--- src/rtl/spi_rx_pkg.sv ---
// Shared constants and FSM state type for the SPI pixel receiver.
package spi_rx_pkg;

    localparam int unsigned BYTE_W            = 8;
    localparam int unsigned NUM_BYTES_DEFAULT = 72;
    localparam int unsigned CNT_W             = 7;

    typedef enum logic [1:0] {
        StIdle = 2'd0,
        StRecv = 2'd1,
        StFull = 2'd2
    } state_e;

endpackage

--- src/rtl/sync_edge.sv ---
// Multi-flop synchronizer for an asynchronous input, with rise/fall pulses
// derived from the synchronized level.
module sync_edge #(
    parameter int unsigned SYNC_STAGES = 2,
    parameter logic        RESET_VAL   = 1'b0
) (
    input  logic clk_i,
    input  logic rst_i,
    input  logic d_i,
    output logic q_o,
    output logic rise_o,
    output logic fall_o
);

    logic [SYNC_STAGES-1:0] sync_q;
    logic [SYNC_STAGES-1:0] sync_d;
    logic                   prev_q;
    logic                   prev_d;

    always_comb begin
        sync_d[0] = d_i;
        for (int i = 1; i < int'(SYNC_STAGES); i++) begin
            sync_d[i] = sync_q[i-1];
        end
        prev_d = sync_q[SYNC_STAGES-1];
    end

    always_ff @(posedge clk_i) begin
        if (rst_i) begin
            sync_q <= {SYNC_STAGES{RESET_VAL}};
            prev_q <= RESET_VAL;
        end else begin
            sync_q <= sync_d;
            prev_q <= prev_d;
        end
    end

    assign q_o    = sync_q[SYNC_STAGES-1];
    assign rise_o = sync_q[SYNC_STAGES-1] & ~prev_q;
    assign fall_o = ~sync_q[SYNC_STAGES-1] & prev_q;

endmodule

--- src/rtl/spi_pixel_rx.sv ---
// SPI mode-0 slave receiver that assembles MSB-first bytes and delivers a
// fixed-size frame to a pixel buffer, holding off further bytes until consumed.
module spi_pixel_rx
    import spi_rx_pkg::*;
#(
    parameter int unsigned NUM_BYTES   = NUM_BYTES_DEFAULT,
    parameter int unsigned SYNC_STAGES = 2
) (
    input  logic              clk,
    input  logic              rst,
    input  logic              sclk,
    input  logic              ss_n,
    input  logic              mosi,
    input  logic              image_consumed,
    output logic [0:BYTE_W-1] spi_in,
    output logic              shift_SPI,
    output logic              write_en,
    output logic              image_ready,
    output logic [CNT_W-1:0]  byte_count,
    output logic              overrun_err
);

    logic sclk_s, sclk_rise, unused_sclk_fall;
    logic ss_s, ss_rise, ss_fall;
    logic mosi_s, unused_mosi_rise, unused_mosi_fall;

    sync_edge #(.SYNC_STAGES(SYNC_STAGES), .RESET_VAL(1'b0)) u_sync_sclk (
        .clk_i (clk), .rst_i (rst), .d_i (sclk),
        .q_o (sclk_s), .rise_o (sclk_rise), .fall_o (unused_sclk_fall)
    );

    sync_edge #(.SYNC_STAGES(SYNC_STAGES), .RESET_VAL(1'b1)) u_sync_ss (
        .clk_i (clk), .rst_i (rst), .d_i (ss_n),
        .q_o (ss_s), .rise_o (ss_rise), .fall_o (ss_fall)
    );

    // Same depth as sclk so the sampled data lines up with the detected edge.
    sync_edge #(.SYNC_STAGES(SYNC_STAGES), .RESET_VAL(1'b0)) u_sync_mosi (
        .clk_i (clk), .rst_i (rst), .d_i (mosi),
        .q_o (mosi_s), .rise_o (unused_mosi_rise), .fall_o (unused_mosi_fall)
    );

    state_e              state_q, state_d;
    logic [2:0]          bit_cnt_q, bit_cnt_d;
    logic [0:BYTE_W-2]   shreg_q, shreg_d;
    logic [0:BYTE_W-1]   spi_in_q, spi_in_d;
    logic                pulse_q, pulse_d;
    logic [CNT_W-1:0]    byte_count_q, byte_count_d;
    logic                overrun_q, overrun_d;

    always_comb begin
        state_d      = state_q;
        bit_cnt_d    = bit_cnt_q;
        shreg_d      = shreg_q;
        spi_in_d     = spi_in_q;
        pulse_d      = 1'b0;
        byte_count_d = byte_count_q;
        overrun_d    = overrun_q;

        unique case (state_q)
            StIdle: if (ss_fall) state_d = StRecv;
            StRecv: if (ss_rise && byte_count_q < CNT_W'(NUM_BYTES)) state_d = StIdle;
            StFull: ;
            default: state_d = StIdle;
        endcase

        // Deselect discards any partial byte.
        if (ss_s) begin
            bit_cnt_d = 3'd0;
        end else if (sclk_rise) begin
            sclk_rise_shift: begin
                shreg_d   = {shreg_q[1:BYTE_W-2], mosi_s};
                bit_cnt_d = bit_cnt_q + 3'd1;
                if (bit_cnt_q == 3'd7) begin
                    if (state_q == StFull) begin
                        overrun_d = 1'b1;
                    end else begin
                        spi_in_d     = {shreg_q, mosi_s};
                        pulse_d      = 1'b1;
                        byte_count_d = byte_count_q + 7'd1;
                        state_d      = (byte_count_q == CNT_W'(NUM_BYTES - 1)) ? StFull : StRecv;
                    end
                end
            end
        end

        if (state_q == StFull && image_consumed) begin
            state_d      = StIdle;
            byte_count_d = '0;
            overrun_d    = 1'b0;
        end
    end

    always_ff @(posedge clk) begin
        if (rst) begin
            state_q      <= StIdle;
            bit_cnt_q    <= 3'd0;
            shreg_q      <= '0;
            spi_in_q     <= '0;
            pulse_q      <= 1'b0;
            byte_count_q <= '0;
            overrun_q    <= 1'b0;
        end else begin
            state_q      <= state_d;
            bit_cnt_q    <= bit_cnt_d;
            shreg_q      <= shreg_d;
            spi_in_q     <= spi_in_d;
            pulse_q      <= pulse_d;
            byte_count_q <= byte_count_d;
            overrun_q    <= overrun_d;
        end
    end

    assign spi_in      = spi_in_q;
    assign shift_SPI   = pulse_q;
    assign write_en    = pulse_q;
    assign image_ready = (state_q == StFull);
    assign byte_count  = byte_count_q;
    assign overrun_err = overrun_q;

endmodule

--- config.mk ---
export PLATFORM = sky130hd
export DESIGN_NAME = spi_pixel_rx
export DESIGN_NICKNAME = d
export VERILOG_FILES = /design/src/rtl/spi_rx_pkg.sv /design/src/rtl/sync_edge.sv /design/src/rtl/spi_pixel_rx.sv
export SDC_FILE = /design/constraint.sdc
export NUM_CORES = 1
export LEC_CHECK = 0
export CAP_MARGIN = 20
export CORE_MARGIN = 1
export CORE_UTILIZATION = 54
export CTS_BUF_LIST = sky130_fd_sc_hd__clkbuf_16
export DETAILED_ROUTE_END_ITERATION = 12
export PLACE_DENSITY = 0.82
export REMOVE_ABC_BUFFERS = 1
export SYNTH_ARGS = -nofsm -noshare
export SYNTH_HDL_FRONTEND = slang
export SYNTH_SLANG_ARGS = --single-unit
--- constraint.sdc ---
create_clock -name clk -period 4.14 [get_ports clk]
set_clock_uncertainty 0.05 [all_clocks]
set_input_delay 0.828 -clock clk [delete_from_list [all_inputs] [get_ports clk]]
set_output_delay 0.828 -clock clk [all_outputs]
set_load 0.01 [all_outputs]
### Word-level counts from Yosys, hierarchy flattened

Index checks and enable logic that the tools add are counted.

| cells by class | value |
|---|---|
| multiplexer cells | 9 |
| bitwise gates (word level) | 9 |
| order comparisons | 1 |
| reduce and logical (&&, ||, !) cells | 9 |
| add/subtract/negate cells | 2 |
| equality and inequality tests | 4 |

Operators with widths:

| operator | number |
|---|---|
| 2-bit 2-to-1 mux | 7 |
| 4-bit AND reduction | 2 |
| 7-bit by 1-bit adder with 7-bit output (second input constant) | 1 |
| 7-bit == test (second input constant) | 1 |
| 7-bit less-than comparator (second input constant) | 1 |
| 1-bit inverter | 6 |
| 2-bit case mux with 3 select lines | 1 |
| 2-bit OR reduction | 2 |
| 4-bit OR reduction | 1 |
| 3-bit by 1-bit adder with 3-bit output (second input constant) | 1 |
| 1-bit bitwise AND | 3 |
| 3-bit == test (second input constant) | 1 |
| 2-bit by 1-bit == test with 1-bit output (second input constant) | 1 |
| 2-bit == test (second input constant) | 1 |
| 1-bit logical AND | 2 |
| 2-bit logical NOT | 1 |
| 2-bit AND reduction | 1 |
| 1-bit 2-to-1 mux | 1 |

| word-level totals | value |
|---|---|
| register bits after elaboration | 37 |
| output and inout port bits | 19 |

### Logic depth before layout (Yosys ltp)

Gate-level depths: netlist of the first run.

| logic depth | value |
|---|---|
| word-level depth | 9 |
| depth in mapped cells | 8 |
| depth with buffers taken out | 6 |

### Hierarchy

A second synthesis of the first run with hierarchy kept.

| second synthesis, totals | value |
|---|---|
| cell total of the unflattened synthesis | 160 |
| area total of the unflattened synthesis | 1536.5 µm² |

Modules (own cells, without submodules):

| module | times used | area an instance (µm²) | cells each |
|---|---|---|---|
| spi_pixel_rx | 1 | 1261.2 | 136 |
| sync_edge (u_sync_mosi ...) | 2 | 91.3 | 8 |
| sync_edge (u_sync_ss) | 1 | 92.6 | 8 |

### Worst setup path before layout of the first run

OpenSTA, ideal clock, no wires.

| timing | value |
|---|---|
| path type | register to register |
| start | reg bit_cnt_q[0] |
| end | reg state_q[0] |
| path buffers | 1 |
| setup slack | 2.493 ns |
| cell stages (with the launch flop) | 7 |
| period minus slack after synthesis | 1.647 ns |
| data required time | 4.020 ns |
| data arrival time | 1.527 ns |
| cells stage by stage | dfxtp_1 > ha_1 > ha_1 > nor4bb_1 > buf_4 > or4_1 > a21oi_1 |

| between the ends | value |
|---|---|
| longest elaborated chain between the ends | 4 |

RTL lines:

| what | RTL line | text |
|---|---|---|
| from (decl) | spi_pixel_rx.sv:44 | `logic [2:0] bit_cnt_q, bit_cnt_d;` |
| from (signal assigned) | spi_pixel_rx.sv:105 | `bit_cnt_q <= bit_cnt_d;` |
| 3-bit == test | spi_pixel_rx.sv:74 | `if (bit_cnt_q == 3'd7) begin` |
| 2-bit 2-to-1 mux | spi_pixel_rx.sv:74 |  |
| 2-bit 2-to-1 mux | spi_pixel_rx.sv:70 | `end else if (sclk_rise) begin` |
| 2-bit 2-to-1 mux | spi_pixel_rx.sv:68 | `if (ss_s) begin` |
| to (signal assigned) | spi_pixel_rx.sv:96 | `state_q <= StIdle;` |
| to (signal assigned) | spi_pixel_rx.sv:104 | `state_q <= state_d;` |
| to (decl) | spi_pixel_rx.sv:43 | `state_e state_q, state_d;` |

Every way passes these cells.
A chain may end at the register's enable or synchronous reset.

### Worst setup path after layout of the first run

| timing | value |
|---|---|
| start | reg state_q[0] |
| end | out image_ready |

| between the ends | value |
|---|---|
| longest elaborated chain between the ends | 1 |

RTL lines:

| what | RTL line | text |
|---|---|---|
| 2-bit == test | spi_pixel_rx.sv:117 | `assign image_ready = (state_q == StFull);` |
| to (decl) | spi_pixel_rx.sv:18 | `output logic image_ready,` |

Every way passes these cells.

==> results of run 1 <==
## stage by stage
stage | setup WS (ns) | utilization [%] | instance area (µm²) | cells | hold slack, ns
2_1_floorplan | 1.84 | - | 1340 | 137 | 0.339
3_3_place_gp | 1.74 | 66.2 | 1630 | 192 | 0.345
3_5_place_dp | 1.72 | 66.2 | 1630 | 192 | 0.345
4_1_cts | 1.66 | 71.6 | 1760 | 199 | 0.357
5_1_grt | 1.63 | 71.6 | 1760 | 199 | 0.380
6_report | 1.67 | 71.6 | 1760 | 199 | 0.357
## final cells by class
cell class	instances	area (µm²)
clock buffer	5	125
clock inverter	2	7.51
fill	186	697
inverter	2	7.51
multi-input combinational	98	592
sequential	37	741
tap	30	37.5
timing repair buffer	25	248
## state kept, by name, indices dropped and copies added (netlist names)
register and flops:
u_sync_sclk.prev_q 1, overrun_err 1, u_sync_ss.prev_q 1, state_q 2, u_sync_mosi.sync_q 2, shift_SPI 1
spi_in 8, u_sync_sclk.sync_q 2, u_sync_ss.sync_q 2, byte_count 7, bit_cnt_q 3, shreg_q 7
## worst max path at each step
| stage | start | to | slack (ns) | depth (start not counted) |
|---|---|---|---|---|
| 2_1_floorplan | bit_cnt_q[0] | state_q[0] | 1.84 | 6 |
| 3_3_place_gp | rst | overrun_err | 1.74 | 3 |
| 3_5_place_dp | rst | byte_count[3] | 1.72 | 3 |
| 4_1_cts | state_q[0] | image_ready | 1.66 | 3 |
| 5_1_grt | state_q[0] | image_ready | 1.63 | 3 |
| 6_report | state_q[0] | image_ready | 1.67 | 3 |
## kinds of logic (layout without fill, tap and decap cells)
group           Yosys count  count (layout)  synth area share [%]
buf+inv                  11              34                  4.57
mux                       9               9                  6.45
flops                    37              37                  53.0
simple gates             63              63                  22.4
compound gates           16              16                  6.45
xor+xnor                  7               7                  4.39
fa+ha+maj                 3               3                  2.69
## critical path, stage by stage, from the launching register on
cell and delay, ns:
dfxtp_1 0.31, nand2b_1 0.30, inv_2 0.15, clkdlybuf4s50_1 0.56
## cell usage in the layout (no fill, tap or decap)
master and instances:
or2_2 3, o31a_1 1, nor2_1 17, clkinv_1 1, and2b_1 1, clkdlybuf4s50_1 24
a31o_1 1, nor3_1 2, nand2b_1 1, nor4bb_1 1, nand4_1 4, and3_1 1
mux2i_1 9, a21oi_1 13, dfxtp_1 37, or4_1 1, inv_2 1, xnor2_1 2
a21o_1 1, ha_1 3, xor2_1 5, nor2b_1 5, clkbuf_16 5, nor2_2 1
and2_4 1, buf_4 1, and2_1 2, nand2_1 19, nand3_1 2, and4_1 2
inv_1 2
## routing by layer
layer / track usage [%] / part of all wire [%] / routed length [µm] / vias to the layer above
li1: - / - / - / 530
met1: 24.8 / 43 / 1170 / 523
met2: 37.1 / 50 / 1360 / 27
met3: 8.62 / 4.4 / 119 / 7
met4: 10.5 / 1.9 / 52 / 0
met5: 0 / 0 / 0 / -
## where the power goes
| part | internal, mW | leakage (nW) | total [mW] | switching [mW] |
|---|---|---|---|---|
| registers | 0.360 | 0.300 | 0.362 | 0.00151 |
| logic | 0.00843 | 0.286 | 0.0163 | 0.00788 |
| clock network | 0.215 | 0.0685 | 0.344 | 0.129 |
==> metrics.cfg, run 1 <==
[sta]
hold_viol=0
relSlewSlack_pct=47.4
setup_violations=0
max_clock_freq_mhz=405
drv_slew=0
worstMarginPinSlew_ns=0.786
fin_setup_tns_ns=0
rsz0062_at_grt=no
period_share_pct=59.6
layout_min_cycle_time_ns=2.47

[floorplan]
core_um2=2450
die_x_um=52.9
rows=18
die_h_um=52.9
die-area_um2=2790
initial_core_util_pct=56.9
ios=25

[synthesis]
synth.top_cell.area_share_pct=53.0
yosysWarnings=0
avgSynthCellArea_um2=9.56
synth.distinct_cells=31
synth_edf_count=0
synth.area.top_cells=dfxtp_1, mux2i_1, nand2_1
yosys_register_bits=37
async_flop_share_pct=0
synth_area_um2=1400
ys_seq_area_share_pct=53.0
synth_largest_area_cell=dfxtp_1
synth_commonest_cells=dfxtp_1, nand2_1, nor2_1
synth_cells=146
yosysMostFrequentCell=dfxtp_1
ys.flop_type=dfxtp_1

[detailed_routing]
detail_route.wl_per_cell_um=13.5
postRouteAntennaNets=0
first_pass_iters=5
drt_iter0_drc=33
route.detailed.drc=0
vias=1087
wl_um=2690
vias_per_cell=5.46

[cts]
cts_buffer_depth=2
cts_tree=yes
postCtsSetupBuffers=0
cts_inserted_buffers=5
h-tree-depth=2
cts.clk_slew.worst_paths_ns=0.05
root_buffer=clkbuf_16
cts_resized=0
ctsHoldBuffers=0
cts_sinks=37
clk_latency_ns=0.28

[global_route]
grt_max_degree=26
grt_pass1_vias=976
grt_use_total_pct=22.3
antenna_found_initial=0
globalRoute.totalOverflow=0
grt_pass1_wl_um=4310

[setup_path]
worstRegToRegCells=7
end_kind=output pin
path_class=reg -> out
worstPathMaxFanout=9
rrSetupSlack_ns=2.17
start_kind=register
r2r_end=state_q[0]
r2r_start=bit_cnt_q[0]
critPathArrivalTime_ns=1.59
cp_data_required_time_ns=3.26

[place]
globalplace.congestion=0.741
dpl.hpwl_um=1730
io_buffers=24

[power_and_ir_drop]
p_total_uw=722
ir_drop_uv=354
powerDensity_nw_per_um2=411
leakage_nw=0.654

[layout]
area_delta_synth_final_pct=25.9
drive_gt1_share_pct=7.10
layout.nets=178
antenna_cells=0

[worst_hold_path]
min_to=u_sync_ss.sync_q[1]
hold_path.class=reg -> reg
holdCritStartpoint=u_sync_ss.sync_q[0]
hold_depth=1

[run_status]
status=complete, no violations

[job]
maxCapViolCount=0

Power figures use the tool's default switching activity.
==> run 2, diff against run 1 <==
- CORE_UTILIZATION: 54 -> 45
- PLACE_DENSITY: 0.82 -> 0.73
- clock period: 4.14 -> 2.1 ns (I/O delays scaled with it)
==> metrics.cfg, run 2 (synthesis results as in run 1) <==
[run_status]
status=finished with violations
violations=DRC

[layout]
largest_reg_flops=8
antenna_cells=0
fin_util_pct=62.2
final_cell_mix=dfxtp_1, clkdlybuf4s50_1, nand2_1
nFillCells=247
mostFrequentLayoutCell=dfxtp_1
layout.nets=180
drive_gt1_share_pct=8.19
final_area_um2=1770
area_delta_synth_final_pct=27.1

[setup_path]
cp_data_required_time_ns=1.63
worstPathMaxFanout=9
path_buf_inv=2
cp_top_family=buffers and inverters
crit_chain=nand2b_1, inv_2, clkdlybuf4s50_1
end_kind=output pin
path_class=reg -> out
critPathArrivalTime_ns=1.53
slowest_stage=clkdlybuf4s50_1
r2r_start=bit_cnt_q[0]
start_kind=register
startpoint=state_q[0]
cp_slowest_stage_delay_ns=0.54

[cts]
cts.clk_slew.worst_paths_ns=0.05
h-tree-depth=2
cts_tree=yes
cts_resized=0
ctsHoldBuffers=0
cts_sinks=37
clk_latency_ns=0.28
cts_inserted_buffers=5
cts_buffer_depth=2
root_buffer=clkbuf_16
postCtsSetupBuffers=0

[sta]
setup_violations=0
relSlewSlack_pct=70.7
rsz0062_at_grt=no
drv_slew=0
period_share_pct=95.1
hold_ws_ns=0.352
hold_viol=0
layout_min_cycle_time_ns=2.00
worstMarginPinSlew_ns=0.434
max_clock_freq_mhz=501

[detailed_routing]
postRouteAntennaNets=0
first_pass_iters=8
vias_per_cell=5.25
vias=1061
route.detailed.drc=2
wl_um=2590
detail_route.wl_per_cell_um=12.8
drt_iter0_drc=32

[global_route]
globalRoute.totalOverflow=0
antenna_found_initial=0
grt_pass1_vias=1039
grt_use_total_pct=18.1
grt_max_degree=17
grt_pass1_wl_um=4400

[place]
globalplace.congestion=0.803
io_buffers=24
placed_area_um2=1640
dpl.hpwl_um=1730

[job]
maxCapViolCount=0

[floorplan]
rows=19
initial_core_util_pct=48.9
die-area_um2=3330
core_um2=2850
die_x_um=57.7
die_h_um=57.7
ios=25

[power_and_ir_drop]
powerDensity_nw_per_um2=802
ir_drop_uv=525
leakage_nw=0.663

[worst_hold_path]
hold_path.class=reg -> reg
holdCritStartpoint=u_sync_ss.sync_q[0]

-- run 2: cell count changes in the layout (fill, tap and decap cells not counted) --
cell	delta
buf_4	+2
-- run 2: stage by stage --
step | cells | setup WS, ns | power, mW | setup TNS (ns)
6_report | 202 | 0.103 | 1.42 | 0
4_1_cts | 202 | 0.0982 | 1.44 | 0
3_5_place_dp | 195 | 0.322 | 0.762 | 0
5_1_grt | 202 | 0.00442 | 1.47 | 0
3_3_place_gp | 195 | 0.379 | 0.761 | 0
2_1_floorplan | 137 | -0.200 | 0.742 | -0.807
-- run 2: final cells by class --
| type | instances | area [µm²] | area share [%] |
|---|---|---|---|
| multi-input combinational | 98 | 592 | 33.4 |
| clock inverter | 2 | 7.51 | 0.423 |
| timing repair buffer | 27 | 263 | 14.8 |
| clock buffer | 5 | 125 | 7.05 |
| tap | 31 | 38.8 | 2.19 |
| inverter | 2 | 7.51 | 0.423 |
| sequential | 37 | 741 | 41.7 |
-- run 2: metal layers --
metal | vias up | routed length (µm) | global-route usage [%]
met4 | 0 | 59 | 11.6
met5 | - | 0 | 0
met2 | 30 | 1270 | 30.6
li1 | 530 | - | -
met1 | 493 | 1140 | 19.1
met3 | 8 | 113 | 6.70
-- run 2: path summary, 6_finish.rpt --
path,to,slack [ns],cells past startpoint
hold / removal,u_sync_ss.sync_q[1],0.35,1
setup / recovery,image_ready,0.10,3
setup reg to reg,byte_count[5],0.32,7
hold reg to reg,u_sync_ss.sync_q[1],0.35,1
-- run 2: worst register-to-register path: cells and delay by family, from the launching register on --
| family | cells | cell delay (ns) |
|---|---|---|
| xor+xnor | 1 | 0.16 |
| flops | 1 | 0.34 |
| fa+ha+maj | 2 | 0.27 |
| buf+inv | 1 | 0.24 |
| simple gates | 3 | 0.60 |
-- run 2: power by group --
| group | switching (mW) | internal (mW) |
|---|---|---|
| Combinational | 0.0160 | 0.0178 |
| Clock | 0.252 | 0.423 |
| Sequential | 0.00309 | 0.711 |
| Total | 0.272 | 1.15 |
==> run 3, diff against run 2 <==
- HOLD_SLACK_MARGIN: not set -> 0.08
==> results of run 3 <==
Final layout, timing and power as in run 2 (identical DEF).
